==> src/rtl/sw_pe.sv <==
// Smith-Waterman systolic processing element: one query char, linear gap.
// Optional SW_MAXPOS_EN tracks the column of this PE's best score.
module sw_pe #(
    parameter int CHAR_W   = 2,
    parameter int SCORE_W  = 16,
    parameter int MATCH    = 2,
    parameter int MISMATCH = 1,
    parameter int GAP      = 1,
    parameter int POS_W    = 16
) (
    input  logic               clock,
    input  logic               reset,
    input  logic               q_load,
    input  logic [CHAR_W-1:0]  q_char,
    input  logic               in_valid,
    input  logic               in_sos,
    input  logic [CHAR_W-1:0]  in_char,
    input  logic [SCORE_W-1:0] in_h,
    input  logic [SCORE_W-1:0] in_max,
    output logic               out_valid,
    output logic               out_sos,
    output logic [CHAR_W-1:0]  out_char,
    output logic [SCORE_W-1:0] out_h,
    output logic [SCORE_W-1:0] out_max,
    output logic               q_loaded,
    output logic [POS_W-1:0]   pe_max_pos
);

    localparam int EW = SCORE_W + 2;
    localparam logic signed [EW-1:0] SAT = {2'b00, {SCORE_W{1'b1}}};

    logic [CHAR_W-1:0]  q;
    logic [SCORE_W-1:0] h_self;
    logic [SCORE_W-1:0] h_diag;
    logic [SCORE_W-1:0] pe_max;

    logic [SCORE_W-1:0] diag;
    logic [SCORE_W-1:0] up;
    logic [SCORE_W-1:0] pe_max_eff;
    logic signed [EW-1:0] diag_x;
    logic signed [EW-1:0] up_x;
    logic signed [EW-1:0] left_x;
    logic signed [EW-1:0] s_x;
    logic signed [EW-1:0] t_d;
    logic signed [EW-1:0] t_u;
    logic signed [EW-1:0] t_l;
    logic signed [EW-1:0] best;
    logic [SCORE_W-1:0] h_new;
    logic [SCORE_W-1:0] pe_max_new;
    logic [SCORE_W-1:0] max_new;

    // Signed headroom keeps negative candidates and overflow visible before clamping.
    always_comb begin
        diag       = in_sos ? '0 : h_diag;
        up         = in_sos ? '0 : h_self;
        pe_max_eff = in_sos ? '0 : pe_max;
        diag_x     = {2'b00, diag};
        up_x       = {2'b00, up};
        left_x     = {2'b00, in_h};
        s_x        = (q == in_char) ? EW'(MATCH) : EW'(-MISMATCH);
        t_d        = diag_x + s_x;
        t_u        = up_x - EW'(GAP);
        t_l        = left_x - EW'(GAP);
        best       = '0;
        if (t_d > best) best = t_d;
        if (t_u > best) best = t_u;
        if (t_l > best) best = t_l;
        if (best > SAT) best = SAT;
        h_new      = best[SCORE_W-1:0];
        pe_max_new = (pe_max_eff > h_new) ? pe_max_eff : h_new;
        max_new    = (in_max > pe_max_new) ? in_max : pe_max_new;
    end

    always_ff @(posedge clock or negedge reset) begin
        if (!reset) begin
            q         <= '0;
            q_loaded  <= 1'b0;
            h_self    <= '0;
            h_diag    <= '0;
            pe_max    <= '0;
            out_valid <= 1'b0;
            out_sos   <= 1'b0;
            out_char  <= '0;
            out_h     <= '0;
            out_max   <= '0;
        end else begin
            if (q_load) begin
                q        <= q_char;
                q_loaded <= 1'b1;
            end
            out_valid <= in_valid;
            if (in_valid) begin
                out_sos  <= in_sos;
                out_char <= in_char;
                if (q_loaded) begin
                    h_self  <= h_new;
                    h_diag  <= in_h;
                    pe_max  <= pe_max_new;
                    out_h   <= h_new;
                    out_max <= max_new;
                end else begin
                    out_h   <= '0;
                    out_max <= in_max;
                end
            end
        end
    end

`ifdef SW_MAXPOS_EN
    logic [POS_W-1:0] col;
    logic [POS_W-1:0] col_eff;
    logic [POS_W-1:0] max_pos;

    // col holds the index the next non-sos beat will take.
    assign col_eff    = in_sos ? '0 : col;
    assign pe_max_pos = max_pos;

    always_ff @(posedge clock or negedge reset) begin
        if (!reset) begin
            col     <= '0;
            max_pos <= '0;
        end else if (in_valid) begin
            col <= col_eff + POS_W'(1);
            if (q_loaded && h_new > pe_max_eff) begin
                max_pos <= col_eff;
            end else if (in_sos) begin
                max_pos <= '0;
            end
        end
    end
`else
    assign pe_max_pos = '0;
`endif

endmodule
==> config.mk <==
export PLATFORM = sky130hd
export DESIGN_NAME = sw_pe
export DESIGN_NICKNAME = d
export VERILOG_FILES = /design/src/rtl/sw_pe.sv
export SDC_FILE = /design/constraint.sdc
export NUM_CORES = 1
export LEC_CHECK = 0
export ABC_AREA = 1
export CAP_MARGIN = 25
export CORE_ASPECT_RATIO = 0.75
export CORE_UTILIZATION = 45
export DETAILED_ROUTE_END_ITERATION = 10
export HOLD_SLACK_MARGIN = 0.08
export PLACE_DENSITY = 0.67
export REMOVE_ABC_BUFFERS = 1
export SYNTH_ARGS = -nofsm -noshare
export SYNTH_HDL_FRONTEND = slang
export SYNTH_SLANG_ARGS = --single-unit
export TNS_END_PERCENT = 20
==> constraint.sdc <==
create_clock -name clock -period 9.65 [get_ports clock]
set_input_delay 1.93 -clock clock [delete_from_list [all_inputs] [get_ports clock]]
set_output_delay 1.93 -clock clock [all_outputs]
set_load 0.005 [all_outputs]
# Word-level counts from Yosys, hierarchy flattened
# Index checks and enable logic that the tools add are counted.
# W data, S select, Z words.
# op_classes
n_addsub	3
mul	0
div	0
order_cmp	6
eq_ne	1
shift	0
mux	12
n_bitwise	0
n_reduce_logical	1
# ops
op	n
$mux W16	8
$mux W18	4
$gt A17 B18 Y1	2
$sub A16 B1 Y17 const B	2
$gt A16 B16 Y1	2
$add A17 B18 Y18	1
$gt A18 B1 Y1 const B	1
$gt A18 B17 Y1 const B	1
$eq A2 B2 Y1	1
$reduce_and A2 Y1	1
# totals
regBits	87
latchBits	0
mem_bits_rw	0
mem_bits_ro	0
wordCells	33
memories	0

# Longest topological paths before layout
# logic_depth
depth_word	16
mapped_depth	83
mapped_depth_nobuf	79

# Least setup slack after synthesis
# OpenSTA, ideal clock, no wires.
# synth_path
path_kind	input port to flip-flop
start	input in_sos
end	register out_max[10]
setup_ps	117
t_arrival_ps	10430
slack_ps	-896
path_stages	75
n_path_buf	7
path_cell_list	buf_2 buf_1 nor2_1 ha_1 inv_1 ha_1 inv_1 nand3_1 o21ai_1 nand2_1 nand2_1 nand2_1 nand3_1 nand2_1 nand2_1 nor2_1 nand2_1 nand2_1 [... 39 more ...] nand2_4 buf_6 nand2_1 nand2_1 inv_1 ha_1 a21oi_1 nor2_1 a211oi_1 o221ai_1 nand2_1 a32o_1 nand2_1 inv_1 clkbuf_1 nand3_1 nand2_1 nand2_1
# synth_between
elab_chain_len	15
# synth_rtl
element	line	text
from (decl)	16	input logic in_sos,
$mux W16	54	diag = in_sos ? '0 : h_diag;
$add A17 B18 Y18	61	t_d = diag_x + s_x;
$gt A18 B1 Y1	65	if (t_d > best) best = t_d;
$mux W18	65	
$gt A17 B18 Y1	66	if (t_u > best) best = t_u;
$mux W18	66	
$gt A17 B18 Y1	67	if (t_l > best) best = t_l;
$mux W18	67	
$gt A18 B17 Y1	68	if (best > SAT) best = SAT;
$mux W16	68	
$gt A16 B16 Y1	70	pe_max_new = (pe_max_eff > h_new) ? pe_max_eff : h_new;
$mux W16 *	70	
$gt A16 B16 Y1	71	max_new = (in_max > pe_max_new) ? in_max : pe_max_new;
$mux W16 *	71	
$mux W16 *	95	if (q_loaded) begin
to (signal assigned)	100	out_max <= max_new;
to (signal assigned)	103	out_max <= in_max;
to (decl)	24	output logic [SCORE_W-1:0] out_max,
# Every way passes the cells marked *; elsewhere a longest branch is shown, timed or not.
# A chain may end at the register's enable or synchronous reset.

# Worst setup path after layout
# layout_path
start	input in_char[0]
end	register out_max[10]
# layout_between
elab_chain_len	16
# layout_rtl
element	line	text
from (decl)	17	input logic [CHAR_W-1:0] in_char,
$eq A2 B2 Y1 *	60	s_x = (q == in_char) ? EW'(MATCH) : EW'(-MISMATCH);
$mux W18 *	60	
$add A17 B18 Y18 *	61	
$gt A18 B1 Y1	65	
$mux W18 *	65	
$gt A17 B18 Y1	66	
$mux W18 *	66	
$gt A17 B18 Y1	67	
$mux W18 *	67	
$gt A18 B17 Y1	68	
$mux W16 *	68	
$gt A16 B16 Y1	70	
$mux W16 *	70	
$gt A16 B16 Y1	71	
$mux W16 *	71	
$mux W16 *	95	
# Marks and branches as above.

==> reports/metrics.sh <==
STATUS='complete, but fails checks'
FAILED_CHECKS='negative setup slack'
DIE_X_UM=155
POST-PLACE-WS_NS=-2.01
MULTI_INPUT_COMB_AREA_UM2=6080
H-TREE-DEPTH=3
DETAIL-ROUTE-ANTENNA-NETS=0
CRITICAL_PATH.MOST_COMMON_CELL='sky130_fd_sc_hd__nand2_1'
CLOCK_SINK_COUNT=87
YS_SEQ_ELEMENTS=87
DETAIL_ROUTE.DRC_VIOLATIONS=0
DRV.MAX_CAP_VIOLATION_COUNT=0
ROUTED-WL-MET2_UM=14500
WL_MET1_UM=14000
SYNTH_TOP_FAMILY_BY_AREA='simple AND/OR/NAND/NOR gates'
FINALCLOCKSKEW_NS=0.0187
POSTSYNTHAREAPERCELL_UM2=6.47
HOLD_SLACK_NS=0.475
SLEW_HEADROOM_PCT=38.3
FLOW.AREA_GROWTH_FROM_SYNTHESIS_PCT=66.1
DIE_Y_UM=116
SYNTH-SEQ-AREA-SHARE_PCT=27.7
WORST_HOLD_ENDPOINT='out_h[2]'
FILLER_CELL_COUNT=1121
CTS_ROOT_BUFFER='sky130_fd_sc_hd__clkbuf_16'
POWER_LEAKAGE_nW=6.74
ROW_COUNT=41
SEQ_AREA_UM2=2180
COMPLEX_GATE_FRACTION_OF_THE_SYNTHESIZED_AREA_PCT=9.65
SYNTH-EDFF-COUNT=0
SYNTH-ADDER-AREA-SHARE_PCT=11.5
PLACEMENT.CELL_AREA_UM2=10400
DRC_VIOLATION_TOTAL_AFTER_THE_FIRST_TRITONROUTE_ITERATION=1088
YS_TOP_CELLS_BY_AREA='sky130_fd_sc_hd__dfrtp_1 (28%), sky130_fd_sc_hd__nand2_1 (21%), sky130_fd_sc_hd__ha_1 (11%)'
DRT_WL_TOTAL_UM=32600
TRITONCTS.NUM_BUFFERS=9
YOSYSWARNINGS=0
POSTSYNTH.TOPFLOPCELL='sky130_fd_sc_hd__dfrtp_1'
COUNT_OF_MAPPED_CELLS_OUT_OF_SYNTHESIS=1213
CRITICAL-PATH-MAX-STAGE-DELAY_NS=0.30
R2R_CELLS=79
ROUTE.MET3.WL_UM=2880
UNREPAIRED_SETUP_ENDPOINTS_AFTER_GLOBAL_ROUTING='true'
LAYOUT_WORST_PATH_CYCLE_SHARE_PCT=115
POST_SYNTH_MOST_FREQUENT_CELLS='sky130_fd_sc_hd__nand2_1 (441), sky130_fd_sc_hd__inv_1 (125), sky130_fd_sc_hd__nor2_1 (119)'
FINALNETCOUNT=1730
GLOBALROUTE.TOTALOVERFLOW=0
COREAREA_UM2=16900
CTSLONGESTPATHBUFFERS=2
TOP_LEVEL_PORTS=94
NETLIST_AREA_UM2=7850
CRIT_PATH_END_KIND='flop'
CRITICAL_PATH.MAX_FANOUT=7
NUMBER_OF_INSTANCES_ON_THE_WORST_HOLD_PATH=2
LARGEST_NET_DEGREE_AT_THE_START_OF_GLOBAL_ROUTING=65
VIAS=10061
PWR_DENSITY_CELL_nW_PER_UM2=467
HOLD_VIOL=0
POSTLAYOUTCELLAREA_UM2=13000
WIRE_PER_INST_UM=17.7
DRT-VIAS-PER-INSTANCE=5.48
MAXSLEWVIOLCOUNT=0
CRITICAL_PATH_ARRIVAL_NS=11.35
YOSYSTOPAREACELL='sky130_fd_sc_hd__dfrtp_1'
DIE_AREA_UM2=18000
GRT_FIRST_PASS_WIRELENGTH_UM=45900
SIMPLE_LOGIC_CELL_FRACTION_OF_THE_SYNTHESIZED_AREA_PCT=37.4
FMAXACHIEVABLE_GHz=0.0901
IR_DROP_V=0.000298
ANTENNA_VIOLATIONS_BEFORE_REPAIR=0
WORSTREG2REGSTART='q[1]'
SETUP-TNS-FINAL_NS=-25.23
WORSTMARGINPINSLEW_NS=0.925
SYNTH_MUX_AREA_SHARE_PCT=0
PLACEMENT.IO_BUFFERS=77
HOLD_CLASS='flop to flop'
FINALWEIGHTEDCONGESTION=0.946
WORST-ENDPOINT-REQUIRED_NS=9.90
POST_ROUTE_CELLS_DRIVE_ABOVE_1_SHARE_PCT=37.9
START_UTIL_PCT=46.4
CRITICALPATHCATEGORY='primary input to flop'
SYNTHMOSTINSTANTIATEDCELL='sky130_fd_sc_hd__nand2_1'
MIN-DELAY-START='out_h[2]'
CTS_TREE='yes'
CLK_TRANSITION_REPORTED_PATHS_NS=0.07
ASYNCSETRESETFLOPFRACSYNTH_PCT=100
POST-ROUTE-MIN-PERIOD_NS=11.10
FINALWORSTSETUPSLACK_NS=-1.45
R2R_SETUP_SLACK_NS=-0.29
CP-START-KIND='primary input'
SYNTH_TOP_AREA_SHARE_PCT=27.7
ROUTE.TOP_LAYER_USED='met4'
YOSYS.CELL_TYPES.COUNT=44
FIRSTDRTPASSITERS=6
PLACE.DETAILED.HPWL_UM=18800
SYNTH-XOR-AREA-SHARE_PCT=3.22
INSERTEDDIODECOUNT=0
FINALSETUPVIOLCOUNT=21
REGTOREGENDPOINT='out_max[10]'
GLOBAL_ROUTE.USAGE.TOTAL_PCT=32.4
CRITICAL-PATH-SLOWEST-CELL='sky130_fd_sc_hd__ha_4'
FIRST_GLOBAL_VIAS=9218
INSERTION_DELAY_NS=0.36
[registers in the layout, summed over array words and instances (netlist names)]
signal	count
out_max	16
out_h	16
pe_max	16
q	2
h_self	16
out_sos	1
q_loaded	1
h_diag	16
out_valid	1
out_char	2
[layout by cell type, fill, tap and decap left out, types with 4 or more instances in the layout]
master                            count
sky130_fd_sc_hd__a211oi_2             4
sky130_fd_sc_hd__o21a_1              11
sky130_fd_sc_hd__buf_12               6
sky130_fd_sc_hd__nand3_2             13
sky130_fd_sc_hd__nor2_1              79
sky130_fd_sc_hd__o21ai_1             17
sky130_fd_sc_hd__a21oi_1             24
sky130_fd_sc_hd__nand2_4             14
sky130_fd_sc_hd__buf_16               4
sky130_fd_sc_hd__ha_1                44
sky130_fd_sc_hd__nand3_1             71
sky130_fd_sc_hd__nor2_4              12
sky130_fd_sc_hd__o21ai_0             38
sky130_fd_sc_hd__dfrtp_1             87
sky130_fd_sc_hd__nand2_8              9
sky130_fd_sc_hd__inv_2               27
sky130_fd_sc_hd__a21oi_2              5
sky130_fd_sc_hd__inv_1               99
sky130_fd_sc_hd__nor2_2              29
sky130_fd_sc_hd__nor3_1               8
sky130_fd_sc_hd__ha_4                27
sky130_fd_sc_hd__nand3b_1            13
sky130_fd_sc_hd__nand4_1             12
sky130_fd_sc_hd__o21ai_2             10
sky130_fd_sc_hd__xor2_1              20
sky130_fd_sc_hd__conb_1              17
sky130_fd_sc_hd__nand2_2             63
sky130_fd_sc_hd__clkbuf_16           11
sky130_fd_sc_hd__buf_4              323
sky130_fd_sc_hd__buf_8                6
sky130_fd_sc_hd__clkdlybuf4s50_1     73
sky130_fd_sc_hd__inv_4                7
sky130_fd_sc_hd__nand3_4              9
sky130_fd_sc_hd__clkbuf_1             4
sky130_fd_sc_hd__buf_6               13
sky130_fd_sc_hd__nand2_1            370
sky130_fd_sc_hd__a41oi_1              8
sky130_fd_sc_hd__xnor2_1              7
[how the worst max path moves through the flow]
stage               start     endpoint  slack [ns]
2_1_floorplan  in_char[0]   out_max[0]       -1.52
3_3_place_gp   in_char[0]  out_max[10]       -1.58
3_5_place_dp   in_char[0]   out_max[3]       -2.01
4_1_cts        in_char[0]    pe_max[1]       -0.48
5_1_grt        in_char[0]  out_max[10]       -1.87
6_report       in_char[0]  out_max[10]       -1.45
[final cells by class]
class | count | share of cell area (%)
Sequential cell | 87 | 16.7
Clock buffer | 13 | 1.84
Multi-Input combinational cell | 954 | 46.6
Timing Repair inverter | 1 | 0.0576
Tap cell | 215 | 2.06
Inverter | 135 | 4.13
Timing Repair Buffer | 429 | 28.3
Clock inverter | 3 | 0.336
[layer usage]
metal,GRT usage (%),up-vias
met5,0,-
met4,10.6,0
met3,5.83,132
met2,52.2,549
met1,44.4,4708
li1,-,4672
[logic make-up after synthesis]
kind of cell | after synthesis
adder cells (fa/ha/maj) | 72
AND/OR/NAND/NOR | 706
flip-flops | 87
AO/OA/AOI/OAI | 128
XOR/XNOR | 28
buffers and inverters | 190
other | 2
[critical path, delay by kind of cell]
family / cells / cell delay (ns)
simple gates: 46 / 4.46
buf+inv: 18 / 1.93
compound gates: 9 / 1.53
fa+ha+maj: 6 / 1.30
xor+xnor: 1 / 0.13
[where the power goes]
group | switching, mW | internal [mW] | leakage, nW
combinational | 2.57 | 2.57 | 5.55
sequential | 0.0776 | 0.516 | 1.05
clock | 0.154 | 0.202 | 0.138
[repair_timing]
action / CTS / global route
hold buffers: 0 / 0
cloned: 8 / 2
gates resized for setup: 202 / 132
setup buffers: 91 / 23
endpoints found under the setup margin: 30 / 32
pin swaps: 67 / 85
[stage by stage]
stage / std cells / power [mW] / utilization (%)
2_1_floorplan: 1173 / 2.23 / -
3_3_place_gp: 1697 / 3.72 / 61.5
5_1_grt: 1837 / 6.45 / 77.0
3_5_place_dp: 1697 / 3.77 / 61.5
4_1_cts: 1812 / 5.03 / 72.1
6_report: 1837 / 6.09 / 77.0
(Power assumes the default switching activity.)
